File: config.mk
export PLATFORM = sky130hd
export DESIGN_NAME = serial_arith_seq
export DESIGN_NICKNAME = d
export VERILOG_FILES = /design/src/rtl/arith_seq_pkg.sv /design/src/rtl/serial_shreg.sv /design/src/rtl/serial_arith_seq.sv
export SDC_FILE = /design/constraint.sdc
export NUM_CORES = 1
export LEC_CHECK = 0
export BUFFER_PORTS_ARGS = -buffer_cell sky130_fd_sc_hd__buf_4
export CORE_MARGIN = 3
export CORE_UTILIZATION = 49
export DETAILED_ROUTE_END_ITERATION = 8
export PLACE_DENSITY = 0.74
export SLEW_MARGIN = 20
export SYNTH_ARGS = -nofsm -noshare
export SYNTH_HDL_FRONTEND = slang
export SYNTH_SLANG_ARGS = --single-unit
File: constraint.sdc
create_clock -name clk -period 4.1 [get_ports clk]
set_clock_uncertainty 0.05 [all_clocks]
set_input_delay 0.615 -clock clk [delete_from_list [all_inputs] [get_ports clk]]
set_output_delay 0.615 -clock clk [all_outputs]
set_load 0.1 [all_outputs]
File: src/rtl/arith_seq_pkg.sv
// Shared types and defaults for the bit-serial arithmetic sequencer.
// Contents: FSM state encoding, default operand width and bit-counter width.
// Imported by serial_arith_seq and serial_shreg.
package arith_seq_pkg;

  typedef enum logic [1:0] {
    IDLE = 2'd0,
    RUN  = 2'd1,
    DONE = 2'd2
  } state_e;

  localparam int DEF_WIDTH = 32;
  localparam int DEF_CNT_W = 5;

endpackage

File: src/rtl/serial_shreg.sv
// WIDTH-bit register with parallel load and right shift; ser_in enters at the MSB.
// Ports: clk/rst (async active-high), load (priority), shift, load_val, ser_in, q.
// Latency: q updates on the edge after load/shift; holds otherwise.
module serial_shreg
  import arith_seq_pkg::*;
#(
  parameter int WIDTH = DEF_WIDTH
) (
  input  logic             clk,
  input  logic             rst,
  input  logic             load,
  input  logic             shift,
  input  logic [WIDTH-1:0] load_val,
  input  logic             ser_in,
  output logic [WIDTH-1:0] q
);

  logic [WIDTH-1:0] q_q;
  logic [WIDTH-1:0] q_d;

  always_comb begin
    q_d = q_q;
    if (load) begin
      q_d = load_val;
    end else if (shift) begin
      q_d = {ser_in, q_q[WIDTH-1:1]};
    end
  end

  always_ff @(posedge clk or posedge rst) begin
    if (rst) begin
      q_q <= '0;
    end else begin
      q_q <= q_d;
    end
  end

  assign q = q_q;

endmodule

File: src/rtl/serial_arith_seq.sv
// Bit-serial sequencer driving one external arithmetic slice LSB-first, one bit per clock.
// Ports: req_* valid/ready request in, slice_* to/from the slice, rsp_* valid/ready response out, busy.
// Latency: rsp_valid rises WIDTH edges after the accepting edge; req_ready is low in RUN and DONE.
module serial_arith_seq
  import arith_seq_pkg::*;
#(
  parameter int WIDTH = DEF_WIDTH,
  parameter int CNT_W = DEF_CNT_W
) (
  input  logic             clk,
  input  logic             rst,
  input  logic             req_valid,
  output logic             req_ready,
  input  logic [WIDTH-1:0] req_a,
  input  logic [WIDTH-1:0] req_b,
  input  logic [2:0]       req_sel,
  input  logic             req_cin,
  input  logic             req_gin,
  output logic             slice_a,
  output logic             slice_b,
  output logic             slice_cin,
  output logic             slice_s0,
  output logic             slice_s1,
  output logic             slice_s2,
  output logic             slice_gin,
  input  logic             slice_out,
  input  logic             slice_cout,
  output logic             rsp_valid,
  input  logic             rsp_ready,
  output logic [WIDTH-1:0] rsp_result,
  output logic             rsp_cout,
  output logic             rsp_ovf,
  output logic             busy
);

  localparam logic [CNT_W-1:0] CNT_LAST = CNT_W'(WIDTH - 1);
  localparam logic [CNT_W-1:0] CNT_PRE  = CNT_W'(WIDTH - 2);

  state_e           state_q, state_d;
  logic [CNT_W-1:0] cnt_q, cnt_d;
  logic             carry_q, carry_d;
  logic             cmsb_q, cmsb_d;
  logic [2:0]       sel_q, sel_d;
  logic             gin_q, gin_d;
  logic             cout_q, cout_d;
  logic             ovf_q, ovf_d;

  logic             op_load;
  logic             op_shift;

  // Operand registers only expose their LSB to the slice; the rest of the
  // parallel view is intentionally left unused.
  logic [WIDTH-1:0] a_sr_unused;
  logic [WIDTH-1:0] b_sr_unused;
  logic [WIDTH-1:0] res_sr;

  serial_shreg #(.WIDTH(WIDTH)) u_a_sr (
    .clk      (clk),
    .rst      (rst),
    .load     (op_load),
    .shift    (op_shift),
    .load_val (req_a),
    .ser_in   (1'b0),
    .q        (a_sr_unused)
  );

  serial_shreg #(.WIDTH(WIDTH)) u_b_sr (
    .clk      (clk),
    .rst      (rst),
    .load     (op_load),
    .shift    (op_shift),
    .load_val (req_b),
    .ser_in   (1'b0),
    .q        (b_sr_unused)
  );

  // After WIDTH shifts the first result bit has walked down to bit 0.
  serial_shreg #(.WIDTH(WIDTH)) u_res_sr (
    .clk      (clk),
    .rst      (rst),
    .load     (op_load),
    .shift    (op_shift),
    .load_val ('0),
    .ser_in   (slice_out),
    .q        (res_sr)
  );

  always_comb begin
    state_d   = state_q;
    cnt_d     = cnt_q;
    carry_d   = carry_q;
    cmsb_d    = cmsb_q;
    sel_d     = sel_q;
    gin_d     = gin_q;
    cout_d    = cout_q;
    ovf_d     = ovf_q;
    op_load   = 1'b0;
    op_shift  = 1'b0;
    slice_a   = 1'b0;
    slice_b   = 1'b0;
    slice_cin = 1'b0;
    slice_s0  = 1'b0;
    slice_s1  = 1'b0;
    slice_s2  = 1'b0;
    slice_gin = 1'b0;

    case (state_q)
      IDLE: begin
        if (req_valid) begin
          op_load = 1'b1;
          sel_d   = req_sel;
          gin_d   = req_gin;
          carry_d = req_cin;
          cnt_d   = '0;
          state_d = RUN;
        end
      end
      RUN: begin
        slice_a   = a_sr_unused[0];
        slice_b   = b_sr_unused[0];
        slice_cin = carry_q;
        slice_s0  = sel_q[0];
        slice_s1  = sel_q[1];
        slice_s2  = sel_q[2];
        slice_gin = gin_q;
        op_shift  = 1'b1;
        carry_d   = slice_cout;
        cnt_d     = cnt_q + CNT_W'(1);
        // The carry out of bit WIDTH-2 is the carry into the MSB.
        if (cnt_q == CNT_PRE) begin
          cmsb_d = slice_cout;
        end
        if (cnt_q == CNT_LAST) begin
          cout_d  = slice_cout;
          ovf_d   = cmsb_q ^ slice_cout;
          state_d = DONE;
        end
      end
      DONE: begin
        if (rsp_ready) begin
          state_d = IDLE;
        end
      end
      default: begin
        state_d = IDLE;
      end
    endcase
  end

  always_ff @(posedge clk or posedge rst) begin
    if (rst) begin
      state_q <= IDLE;
      cnt_q   <= '0;
      carry_q <= 1'b0;
      cmsb_q  <= 1'b0;
      sel_q   <= 3'b000;
      gin_q   <= 1'b0;
      cout_q  <= 1'b0;
      ovf_q   <= 1'b0;
    end else begin
      state_q <= state_d;
      cnt_q   <= cnt_d;
      carry_q <= carry_d;
      cmsb_q  <= cmsb_d;
      sel_q   <= sel_d;
      gin_q   <= gin_d;
      cout_q  <= cout_d;
      ovf_q   <= ovf_d;
    end
  end

  assign req_ready  = (state_q == IDLE);
  assign rsp_valid  = (state_q == DONE);
  assign busy       = (state_q != IDLE);
  assign rsp_result = res_sr;
  assign rsp_cout   = cout_q;
  assign rsp_ovf    = ovf_q;

endmodule

# Word-level counts from Yosys, hierarchy flattened
# Index checks and enable logic that the tools add are counted.
dict set report word_totals {
  in_bits 75
  elab_cells 53
  regBits 111
}
dict set report op_classes {
  mux 24
  n_bitwise 1
  n_eq_ne 7
  n_reduce_logical 9
  n_addsub 1
}
# operator n
set op_table {}
lappend op_table {{two-way mux 32 bit} 6}
lappend op_table {{two-way mux 1 bit} 11}
lappend op_table {{== test 5 bit (second input constant)} 2}
lappend op_table {{case mux 5 bit (2 select lines)} 1}
lappend op_table {{AND reduction 2 bit} 4}
lappend op_table {{two-way mux 2 bit} 3}
lappend op_table {{case mux 2 bit (3 select lines)} 1}
lappend op_table {{nonzero test 2 bit} 3}
lappend op_table {{adder 5 x 1 -> 5 bit (second input constant)} 1}
lappend op_table {{two-way mux 5 bit} 1}
lappend op_table {{inequality test 2 bit (second input constant)} 2}
lappend op_table {{AND reduction 3 bit} 1}
lappend op_table {{== test 2 x 1 -> 1 bit (second input constant)} 1}
lappend op_table {{== test 2 bit (second input constant)} 1}
lappend op_table {{logical NOT 2 bit} 1}
lappend op_table {{inequality test 2 x 1 -> 1 bit (second input constant)} 1}
lappend op_table {{case mux 1 bit (2 select lines)} 1}
lappend op_table {{XOR 1 bit} 1}

# Logic depth before layout (Yosys ltp)
# Gate-level depths: netlist of run 1.
dict set report depth {
  depth_word 4
  mapped_depth 7
  ltp_nobuf 5
}

# By module
# Synthesis of run 1 repeated with hierarchy kept, for this count alone.
dict set report hier_totals {
  hier_cells 490
  area_unflattened_um2 5323.9
}
# module cells_per_inst n_inst area_per_inst_um2
set modules_own_cells {}
lappend modules_own_cells {serial_shreg 140 3 1519.0}
lappend modules_own_cells {serial_arith_seq 70 1 767.0}

# Worst setup path before layout of run 1
# OpenSTA, ideal clock, no wires.
dict set report synth_timing {
  kind {reg2out}
  startpoint {register state_q[0]}
  endpoint {output slice_a}
  t_arrival_ns 1.722
  required_time_ns 3.435
  slack_ns 1.713
  n_path_buf 4
  stages_incl_launch_ff 7
  cell_sequence {dfrtp_1 > buf_6 > nor2b_1 > buf_2 > buf_6 > buf_2 > and2_1}
}
dict set report synth_via {
  elab_chain_len 2
}
# item line
set synth_rtl {}
lappend synth_rtl {{start, declared} serial_arith_seq.sv:39} ;# state_e state_q, state_d;
lappend synth_rtl {{start signal, assigned} serial_arith_seq.sv:161} ;# state_q <= state_d;
lappend synth_rtl {{== test 2 x 1 -> 1 bit} serial_arith_seq.sv:107} ;# case (state_q)
lappend synth_rtl {{two-way mux 1 bit} serial_arith_seq.sv:107}
lappend synth_rtl {{end, declared} serial_arith_seq.sv:19} ;# output logic slice_a,
# No other way between the ends.

# Worst setup path in the final report of run 1
dict set report layout_timing {
  startpoint {register state_q[0]}
  endpoint {output slice_b}
}
dict set report layout_via {
  elab_chain_len 2
}
# item line
set layout_rtl {}
lappend layout_rtl {{== test 2 x 1 -> 1 bit} serial_arith_seq.sv:107}
lappend layout_rtl {{two-way mux 1 bit} serial_arith_seq.sv:107}
lappend layout_rtl {{end, declared} serial_arith_seq.sv:20} ;# output logic slice_b,
# No other way between the ends.

==> results of run 1 <==
## sequential cells by signal (all words and copies together), names as in the netlist
register	count
u_res_sr.q	32
gin_q	1
sel_q	3
u_a_sr.q	32
u_b_sr.q	32
state_q	2
rsp_cout	1
cmsb_q	1
rsp_ovf	1
carry_q	1
cnt_q	5
## synth_stat cells
master,instances
nand2_1,211
dfrtp_1,111
a22oi_1,63
nand3_2,35
buf_2,25
buf_6,8
and2_1,7
inv_1,4
o21ai_0,4
buf_4,3
ha_1,3
mux2_2,3
nand2b_1,2
nand4_1,2
nor2_1,2
xor2_1,2
and3_1,1
mux2i_1,1
nand3_1,1
nand3b_1,1
nor2b_1,1
nor3b_2,1
o21bai_1,1
or2_2,1
or3b_1,1
## worst paths after layout
check | end | slack [ns] | cells after the start
worst max-delay path | slice_b | 1.26 | 3
worst min-delay path | u_b_sr.q[4]$_DFFE_PP0P_ | 0.22 | 2
worst max register to register | rsp_ovf$_DFFE_PP0P_ | 1.70 | 4
worst min register to register | u_a_sr.q[8]$_DFFE_PP0P_ | 0.44 | 2
max in group asynchronous | u_res_sr.q[24]$_DFFE_PP0P_ | 2.89 | 3
min in group clk | state_q[1]$_DFFE_PP0P_ | 0.38 | 2
## cell families (layout without fill, tap and decap cells)
| logic type | after synthesis | in the layout | synth area share |
|---|---|---|---|
| AOI/OAI and AO/OA | 68 | 68 | 0.1021 |
| xor gates and xnor gates | 2 | 2 | 0.003575 |
| adders and majority gates | 3 | 3 | 0.007660 |
| buffers and inverters | 40 | 145 | 0.05157 |
| DFF | 111 | 111 | 0.5668 |
| muxes | 4 | 4 | 0.008935 |
| and+or+nand+nor | 266 | 266 | 0.2594 |
## layout by cell type (no fill, tap or decap), drive strengths merged
cell,Yosys,routed
nand3,36,36
nor3b,1,1
nor2b,1,1
clkbuf,0,9
nand3b,1,1
clkinv,0,1
nand4,2,2
and3,1,1
nand2,211,211
or2,1,1
o21ai,4,4
clkinvlp,0,1
nor2,2,2
mux2i,1,1
buf,36,125
xor2,2,2
a22oi,63,63
nand2b,2,2
or3b,1,1
dfrtp,111,111
mux2,3,3
and2,7,7
inv,4,8
bufinv,0,1
ha,3,3
o21bai,1,1
## per-stage QoR
stage | utilization | hold slack (ns)
final | 0.6343 | 0.2163
after global routing | 0.6343 | 0.2225
after CTS | 0.6337 | 0.2086
after detailed placement | 0.6124 | 0.4087
after global placement | 0.6124 | 0.4033
after floorplan | - | 0.3874
## cell type report
cell class | count | area, um^2
Fill cell | 829 | 3460
Clock inverter | 7 | 77.57
Tap cell | 129 | 161.4
Inverter | 4 | 17.52
Timing Repair Buffer | 125 | 938.4
Sequential cell | 111 | 2778
Multi-Input combinational cell | 343 | 1903
Clock buffer | 9 | 123.9
## where the power goes
group	internal [W]	leakage, nW	total, W	switching (W)
logic	0.000714	1.60	0.00295	0.00224
registers	0.00156	1.43	0.00188	0.000329
clock network	0.000291	0.101	0.000667	0.000376
total	0.00256	3.13	0.00551	0.00294
## metal layers
metal / part of all wire / GRT usage / wire length, um / vias to the layer above
met2: 0.50 / 0.3188 / 5276 / 88
met3: 0.048 / 0.03339 / 507 / 7
met1: 0.44 / 0.2571 / 4690 / 1867
met5: 0 / 0 / 0 / -
met4: 0.0087 / 0.05550 / 92 / 0
li1: - / - / - / 1837
==> impl_metrics.env, run 1 <==
export IMPL_worstHoldPathType="primary input to async pin"
export IMPL_port_buffers=118
export IMPL_slowest_delay_ns=0.71
export IMPL_fin_nets=672
export IMPL_drc_errors=0
export IMPL_drive_gt1_frac=0.3105
export IMPL_fp_coreArea_mm2=0.009459
export IMPL_n_antenna_cell=0
export IMPL_end_kind="output port"
export IMPL_final_area_mm2=0.006000
export IMPL_cts_setup_buffers=0
export IMPL_grt_pass1_vias=3720
export IMPL_leakage_nw=3.129
export IMPL_syn_inst=494
export IMPL_cp_arrival_ns=2.18
export IMPL_die_w_um=106.0
export IMPL_synth_area_per_cell_um2=9.921
export IMPL_hold_viol=0
export IMPL_post_route_period_util=0.6929
export IMPL_via_per_inst=5.218
export IMPL_p_total_w=0.005505
export IMPL_grt_first_pass_wirelength_um=17600
export IMPL_numCtsBuffers=9
export IMPL_fmax_mhz=352.0
export IMPL_powerDensity_mw_per_mm2=917.6
export IMPL_rsz0062_at_grt="false"
export IMPL_synth_top_cells_by_area="dfrtp_1 57%, nand2_1 16%, a22oi_1 9.7%, nand3_2 7.1%, buf_2 2.6%"
export IMPL_overflow=0
export IMPL_start_util=0.5181
export IMPL_dpl_hpwl_um=7179
export IMPL_max_vdd_ir_drop_mv=0.6645
export IMPL_root_buffer="clkbuf_8"
export IMPL_fin_ws_ns=1.259
export IMPL_dpl_instance_area_mm2=0.005793
export IMPL_crit_path_top_delay_cell="nor2b_4"
export IMPL_gp_congestion=0.7318
export IMPL_dieHeight_um=106.0
export IMPL_dp_slack_ns=1.675
export IMPL_numClockSinks=111
export IMPL_slew_violations=0
export IMPL_cts_tree="built"
export IMPL_wire_per_inst_um=14.52
export IMPL_rows=35
export IMPL_clk_path_buf_depth=2
export IMPL_cp_top_family="simple AND/OR/NAND/NOR gates"
export IMPL_cts_resized=0
export IMPL_synthToLayoutAreaGrowth_pct=22.42
export IMPL_vias=3799
export IMPL_period_needed_ns=2.841
export IMPL_syn_area_mm2=0.004901
export IMPL_clkTransAtPathRegs_ns=0.11
export IMPL_ys_ff_latch=111
export IMPL_yosys_area_top_type="dfrtp_1"
export IMPL_max_cap_violations=0
export IMPL_setup_viol=0
export IMPL_synth_top_area_share=0.5668
export IMPL_antenna_found_initial=0
export IMPL_grtUsageTotal=0.1909
export IMPL_die_area_mm2=0.01124
export IMPL_critical_path_class="register to output port"
export IMPL_crit_required_ns=3.43
export IMPL_drt_initial_drc_count=179
export IMPL_tns_ns=0
export IMPL_worstPathCellList="nor2b_4 -> and2_1 -> buf_4"
export IMPL_synth_net_count=572
export IMPL_worst_pin_slew_ns=0.7710
export IMPL_cp_start_kind="register"
export IMPL_io_pins=119
export IMPL_cts_max_level=3
export IMPL_ctsHoldBuffers=0
export IMPL_synthDistinctLibCells=25
export IMPL_routed_wl_um=10570
export IMPL_clk_insertion_delay_late_ns=0.36
export IMPL_firstDrtPassIters=4
export IMPL_grt_max_degree=71
export IMPL_final_cells=728
export IMPL_ant_nets=0
export IMPL_yosys_warnings=0
export IMPL_cp_max_fo=33
export IMPL_yosysSeqAreaShare=0.5668
export IMPL_status="finished, final reports clean"
export IMPL_cp_num_buf_inv=1
export IMPL_placed_cells=712
export IMPL_crit_path_start="state_q[0]$_DFFE_PP0P_"
export IMPL_slew_headroom=0.4846
export IMPL_timing_rr_start="state_q[0]$_DFFE_PP0P_"
Note: power is estimated with default switching activity, not from simulation.
==> inputs of run 2 (changes only) <==
==> constraint.sdc (replaced) <==
create_clock -name clk -period 2.91 [get_ports clk]
set_clock_uncertainty 0.05 [all_clocks]
set_input_delay 0.4365 -clock clk [delete_from_list [all_inputs] [get_ports clk]]
set_output_delay 0.4365 -clock clk [all_outputs]
set_load 0.1 [all_outputs]
==> impl_metrics.env, run 2 (synthesized netlist as in run 1, its figures left out) <==
export IMPL_status="finished, final reports clean"
export IMPL_rsz0062_at_grt="false"
export IMPL_die_area_mm2=0.01124
export IMPL_fmax_mhz=423.6
export IMPL_firstDrtPassIters=6
export IMPL_hold_viol=0
export IMPL_crit_required_ns=2.42
export IMPL_antenna_found_initial=0
export IMPL_critical_path_class="register to output port"
export IMPL_max_vdd_ir_drop_mv=0.8303
export IMPL_rows=35
export IMPL_grt_max_degree=71
export IMPL_post_route_period_util=0.8112
export IMPL_wire_per_inst_um=14.60
export IMPL_cp_arrival_ns=1.87
export IMPL_cts_resized=0
export IMPL_fp_coreArea_mm2=0.009459
export IMPL_dpl_hpwl_um=7170
export IMPL_numCtsBuffers=9
export IMPL_vias=3823
export IMPL_overflow=0
export IMPL_grt_first_pass_wirelength_um=17870
export IMPL_dieHeight_um=106.0
export IMPL_fin_ws_ns=0.5493
export IMPL_root_buffer="clkbuf_8"
export IMPL_routed_wl_um=10650
export IMPL_p_total_w=0.007844
export IMPL_cp_start_kind="register"
export IMPL_gp_congestion=0.7578
export IMPL_end_kind="output port"
export IMPL_powerDensity_mw_per_mm2=1299
export IMPL_die_w_um=106.0
export IMPL_dp_slack_ns=0.8886
export IMPL_slew_violations=0
export IMPL_io_pins=119
export IMPL_r2r_end="rsp_cout$_DFFE_PP0P_"
export IMPL_cts_setup_buffers=0
export IMPL_port_buffers=118
export IMPL_ctsHoldBuffers=0
export IMPL_worstHoldPathType="primary input to async pin"
export IMPL_max_cap_violations=0
export IMPL_start_util=0.5181
export IMPL_numClockSinks=111
export IMPL_period_needed_ns=2.361
export IMPL_cp_max_fo=17
export IMPL_via_per_inst=5.244
export IMPL_grtUsageTotal=0.1933
export IMPL_ant_nets=0
export IMPL_n_antenna_cell=0
export IMPL_drive_gt1_frac=0.3100
export IMPL_leakage_nw=3.141
export IMPL_fin_nets=673
export IMPL_clk_insertion_delay_late_ns=0.36
export IMPL_final_cell_mix="211 x nand2_1, 125 x buf_4, 111 x dfrtp_1"
export IMPL_synthToLayoutAreaGrowth_pct=23.18
export IMPL_grt_pass1_vias=3740
export IMPL_cts_tree="built"
export IMPL_slew_headroom=0.5178
export IMPL_r2r_setup_slack_ns=0.90
export IMPL_setup_viol=0
export IMPL_worstRegToRegCells=4
export IMPL_timing_rr_start="state_q[0]$_DFFE_PP0P_"
export IMPL_clkTransAtPathRegs_ns=0.10
export IMPL_cts_max_level=3
export IMPL_tns_ns=0
export IMPL_worst_pin_slew_ns=0.7233
export IMPL_clk_path_buf_depth=2
export IMPL_drc_errors=0
export IMPL_final_common_cell="nand2_1"
export IMPL_drt_initial_drc_count=147
[run 2: cell count changes in the layout (fill, tap and decap cells not counted), sizes merged]
cell      delta
buf          +1
bufinv       +1
clkinvlp     +1
clkbuf       +2
inv          -5
clkinv       +1
[run 2: worst max-delay path by stage]
stage                     slack, ns                    to  cells after the start              startpoint
final                          0.55               slice_a                      3  state_q[0]$_DFFE_PP0P_
after CTS                      0.53               slice_a                      3  state_q[0]$_DFFE_PP0P_
after global placement         0.96  rsp_cout$_DFFE_PP0P_                      4  state_q[0]$_DFFE_PP0P_
after floorplan                0.70               slice_a                      6  state_q[0]$_DFFE_PP0P_
after global routing           0.41             slice_cin                      3  state_q[0]$_DFFE_PP0P_
after detailed placement       0.89  rsp_cout$_DFFE_PP0P_                      4  state_q[0]$_DFFE_PP0P_
[run 2: routing by layer]
layer	vias to the layer above	track usage	routed length [um]
met4	0	0.06013	150
met5	-	0	0
met2	98	0.3124	5202
met3	13	0.03947	525
met1	1876	0.2641	4767
li1	1836	-	-
[run 2: area by class of cell]
class                   instances  area (um^2)
flip-flops and latches        111         2778
clock buffers                  11        141.4
well taps                     129        161.4
clock inverters                 5        81.33
inverters                       4        18.77
repair buffers                126        958.4
fillers                       817         3422
multi-input cells             343         1898
[run 2: power breakdown]
part	switching (W)	total [W]	internal (W)
logic	0.00316	0.00417	0.00101
registers	0.000468	0.00266	0.00219
clock network	0.000503	0.00101	0.000510
[run 2: metrics by stage]
| step | instances | cell area, um^2 | hold slack [ns] | utilization |
|---|---|---|---|---|
| 6_report | 729 | 6037 | 0.1264 | 0.6382 |
| 5_1_grt | 729 | 6037 | 0.1648 | 0.6382 |
| 4_1_cts | 729 | 6037 | 0.1370 | 0.6382 |
| 3_5_place_dp | 713 | 5814 | 0.4124 | 0.6147 |
| 3_3_place_gp | 713 | 5814 | 0.4037 | 0.6147 |
| 2_1_floorplan | 494 | 4905 | 0.3874 | - |
[run 2: critical path, cell delays in order, from the launching register on]
cell	delay, ns
dfrtp_1	0.55
nor2b_4	0.45
and2_1	0.22
buf_4	0.30
==> inputs of run 3 (changes only) <==
--- a/config.mk
+++ b/config.mk
@@ -7,9 +7,9 @@
 export LEC_CHECK = 0
 export BUFFER_PORTS_ARGS = -buffer_cell sky130_fd_sc_hd__buf_4
 export CORE_MARGIN = 3
-export CORE_UTILIZATION = 49
+export CORE_UTILIZATION = 48
 export DETAILED_ROUTE_END_ITERATION = 8
-export PLACE_DENSITY = 0.74
+export PLACE_DENSITY = 0.76
 export SLEW_MARGIN = 20
 export SYNTH_ARGS = -nofsm -noshare
 export SYNTH_HDL_FRONTEND = slang
==> constraint.sdc (replaced) <==
create_clock -name clk -period 2 [get_ports clk]
set_clock_uncertainty 0.05 [all_clocks]
set_input_delay 0.3 -clock clk [delete_from_list [all_inputs] [get_ports clk]]
set_output_delay 0.3 -clock clk [all_outputs]
set_load 0.1 [all_outputs]
==> impl_metrics.env, run 3 (synthesized netlist as in run 1, its figures left out) <==
export IMPL_die_w_um=107.0
export IMPL_setup_viol=0
export IMPL_root_buffer="clkbuf_8"
export IMPL_port_buffers=118
export IMPL_max_cap_violations=0
export IMPL_slowest_delay_ns=0.46
export IMPL_slew_violations=0
export IMPL_dpl_hpwl_um=7216
export IMPL_clk_insertion_delay_late_ns=0.36
export IMPL_worst_pin_slew_ns=0.5908
export IMPL_rows=36
export IMPL_powerDensity_mw_per_mm2=1871
export IMPL_hold_viol=0
export IMPL_final_common_cell="nand2_1"
export IMPL_cp_arrival_ns=1.58
export IMPL_dieHeight_um=107.0
export IMPL_drc_errors=0
export IMPL_drive_gt1_frac=0.3322
export IMPL_grtUsageTotal=0.1920
export IMPL_rsz0062_at_grt="true"
export IMPL_antenna_found_initial=0
export IMPL_drt_initial_drc_count=216
export IMPL_pwr_share_seq=0.336
export IMPL_firstDrtPassIters=5
export IMPL_synthToLayoutAreaGrowth_pct=25.43
export IMPL_hold_worst_slack_ns=0.04619
export IMPL_critical_path_class="register to output port"
export IMPL_cp_top_family="flip-flops"
export IMPL_ant_nets=0
export IMPL_gp_congestion=0.8018
export IMPL_leakage_nw=3.175
export IMPL_end_kind="output port"
export IMPL_max_vdd_ir_drop_mv=1.240
export IMPL_die_area_mm2=0.01146
export IMPL_cp_max_fo=6
export IMPL_p_sw_w=0.006032
export IMPL_cp_num_buf_inv=3
export IMPL_grt_max_degree=112
export IMPL_worstPathCellList="buf_4 -> or2_2 -> clkinvlp_4 -> buf_12"
export IMPL_cp_start_kind="register"
export IMPL_clkTransAtPathRegs_ns=0.10
export IMPL_fin_nets=681
export IMPL_crit_path_top_delay_cell="dfrtp_2"
export IMPL_ctsHoldBuffers=0
export IMPL_io_pins=119
export IMPL_numClockSinks=111
export IMPL_grt_first_pass_wirelength_um=17910
export IMPL_grt_pass1_vias=3859
export IMPL_final_util=0.6232
export IMPL_n_antenna_cell=0
export IMPL_cts_tree="built"
export IMPL_cts_max_level=3
export IMPL_vias=3801
export IMPL_post_route_period_util=0.9671
export IMPL_swShare=0.5244
export IMPL_worstHoldPathType="primary input to async pin"
export IMPL_p_int_w=0.005472
export IMPL_overflow=0
export IMPL_start_util=0.4968
export IMPL_numCtsBuffers=9
export IMPL_wire_per_inst_um=14.34
export IMPL_via_per_inst=5.130
export IMPL_period_needed_ns=1.934
export IMPL_crit_required_ns=1.65
export IMPL_combPwrFrac=0.546
export IMPL_status="finished, final reports clean"
export IMPL_fp_coreArea_mm2=0.009864
export IMPL_r2r_setup_slack_ns=0.24
export IMPL_routed_wl_um=10630
export IMPL_slew_headroom=0.6062
export IMPL_clkPwrFrac=0.117
export IMPL_fmax_mhz=517.0
export IMPL_final_cell_mix="211 x nand2_1, 128 x buf_4, 110 x dfrtp_1"
export IMPL_clk_path_buf_depth=2
==> run 3: cell count changes in the layout (fill, tap and decap cells not counted), moves of 3 or more <==
| cell | before | now |
|---|---|---|
| buf_4 | 125 | 128 |
| and2_2 | 0 | 7 |
| and2_1 | 7 | 0 |
| buf_12 | 1 | 5 |
==> run 3: timing repair <==
action,4_1_cts,5_1_grt
gates resized for setup,2,3
endpoints found under the setup margin,8,9
buffers inserted,2,1
==> run 3: metrics by stage <==
stage          cell area (um^2)  worst slack (ns)  total power (W)  cells  setup TNS (ns)
6_report                   6147           0.06589          0.01150    741               0
5_1_grt                    6147         -0.002996          0.01221    741       -0.004494
4_1_cts                    6130          0.003617          0.01160    740               0
3_5_place_dp               5907            0.3341          0.01018    722               0
3_3_place_gp               5907            0.3714          0.01001    722               0
2_1_floorplan              4917            0.1382         0.008830    494               0
==> run 3: per-layer routing <==
layer	vias to the layer above	GRT usage	wire [um]
met2	92	0.3168	5196
met5	-	0	0
li1	1850	-	-
met3	12	0.05840	695
met4	0	0.05845	140
met1	1847	0.2433	4595
==> run 3: worst register-to-register path, stage by stage, from the launching register on <==
cell and delay (ns):
dfrtp_1 0.54, nor2b_4 0.11, buf_4 0.15, buf_4 0.15, buf_4 0.16, buf_4 0.20, a22oi_1 0.21, nand2_1 0.07
==> run 3: layout make-up <==
class / instances / area, um^2
well taps: 133 / 166.4
multi-input cells: 343 / 1907
flip-flops and latches: 111 / 2779
clock buffers: 12 / 145.1
clock inverters: 4 / 55.05
fillers: 810 / 3717
inverters: 4 / 22.52
repair buffers: 134 / 1072
==> run 3: power by group through the flow <==
stage	clock, W	sequential (W)	combinational (W)
after global placement	0	0.00386	0.00615
final	0.00135	0.00387	0.00628
after global routing	0.00149	0.00399	0.00673
after CTS	0.00141	0.00387	0.00632
after detailed placement	0	0.00390	0.00628
after floorplan	0	0.00591	0.00292
==> run 3: path summary, 6_finish.rpt <==
| path | from | end | cells after the start |
|---|---|---|---|
| worst min register to register | u_b_sr.q[0]$_DFFE_PP0P_ | u_b_sr.q[0]$_DFFE_PP0P_ | 2 |
| worst max-delay path | state_q[0]$_DFFE_PP0P_ | req_ready | 4 |
| worst max register to register | state_q[1]$_DFFE_PP0P_ | u_a_sr.q[13]$_DFFE_PP0P_ | 7 |
| max in group asynchronous | rst | state_q[0]$_DFFE_PP0P_ | 3 |
| min in group clk | slice_out | u_res_sr.q[31]$_DFFE_PP0P_ | 3 |
| worst min-delay path | rst | u_b_sr.q[26]$_DFFE_PP0P_ | 3 |
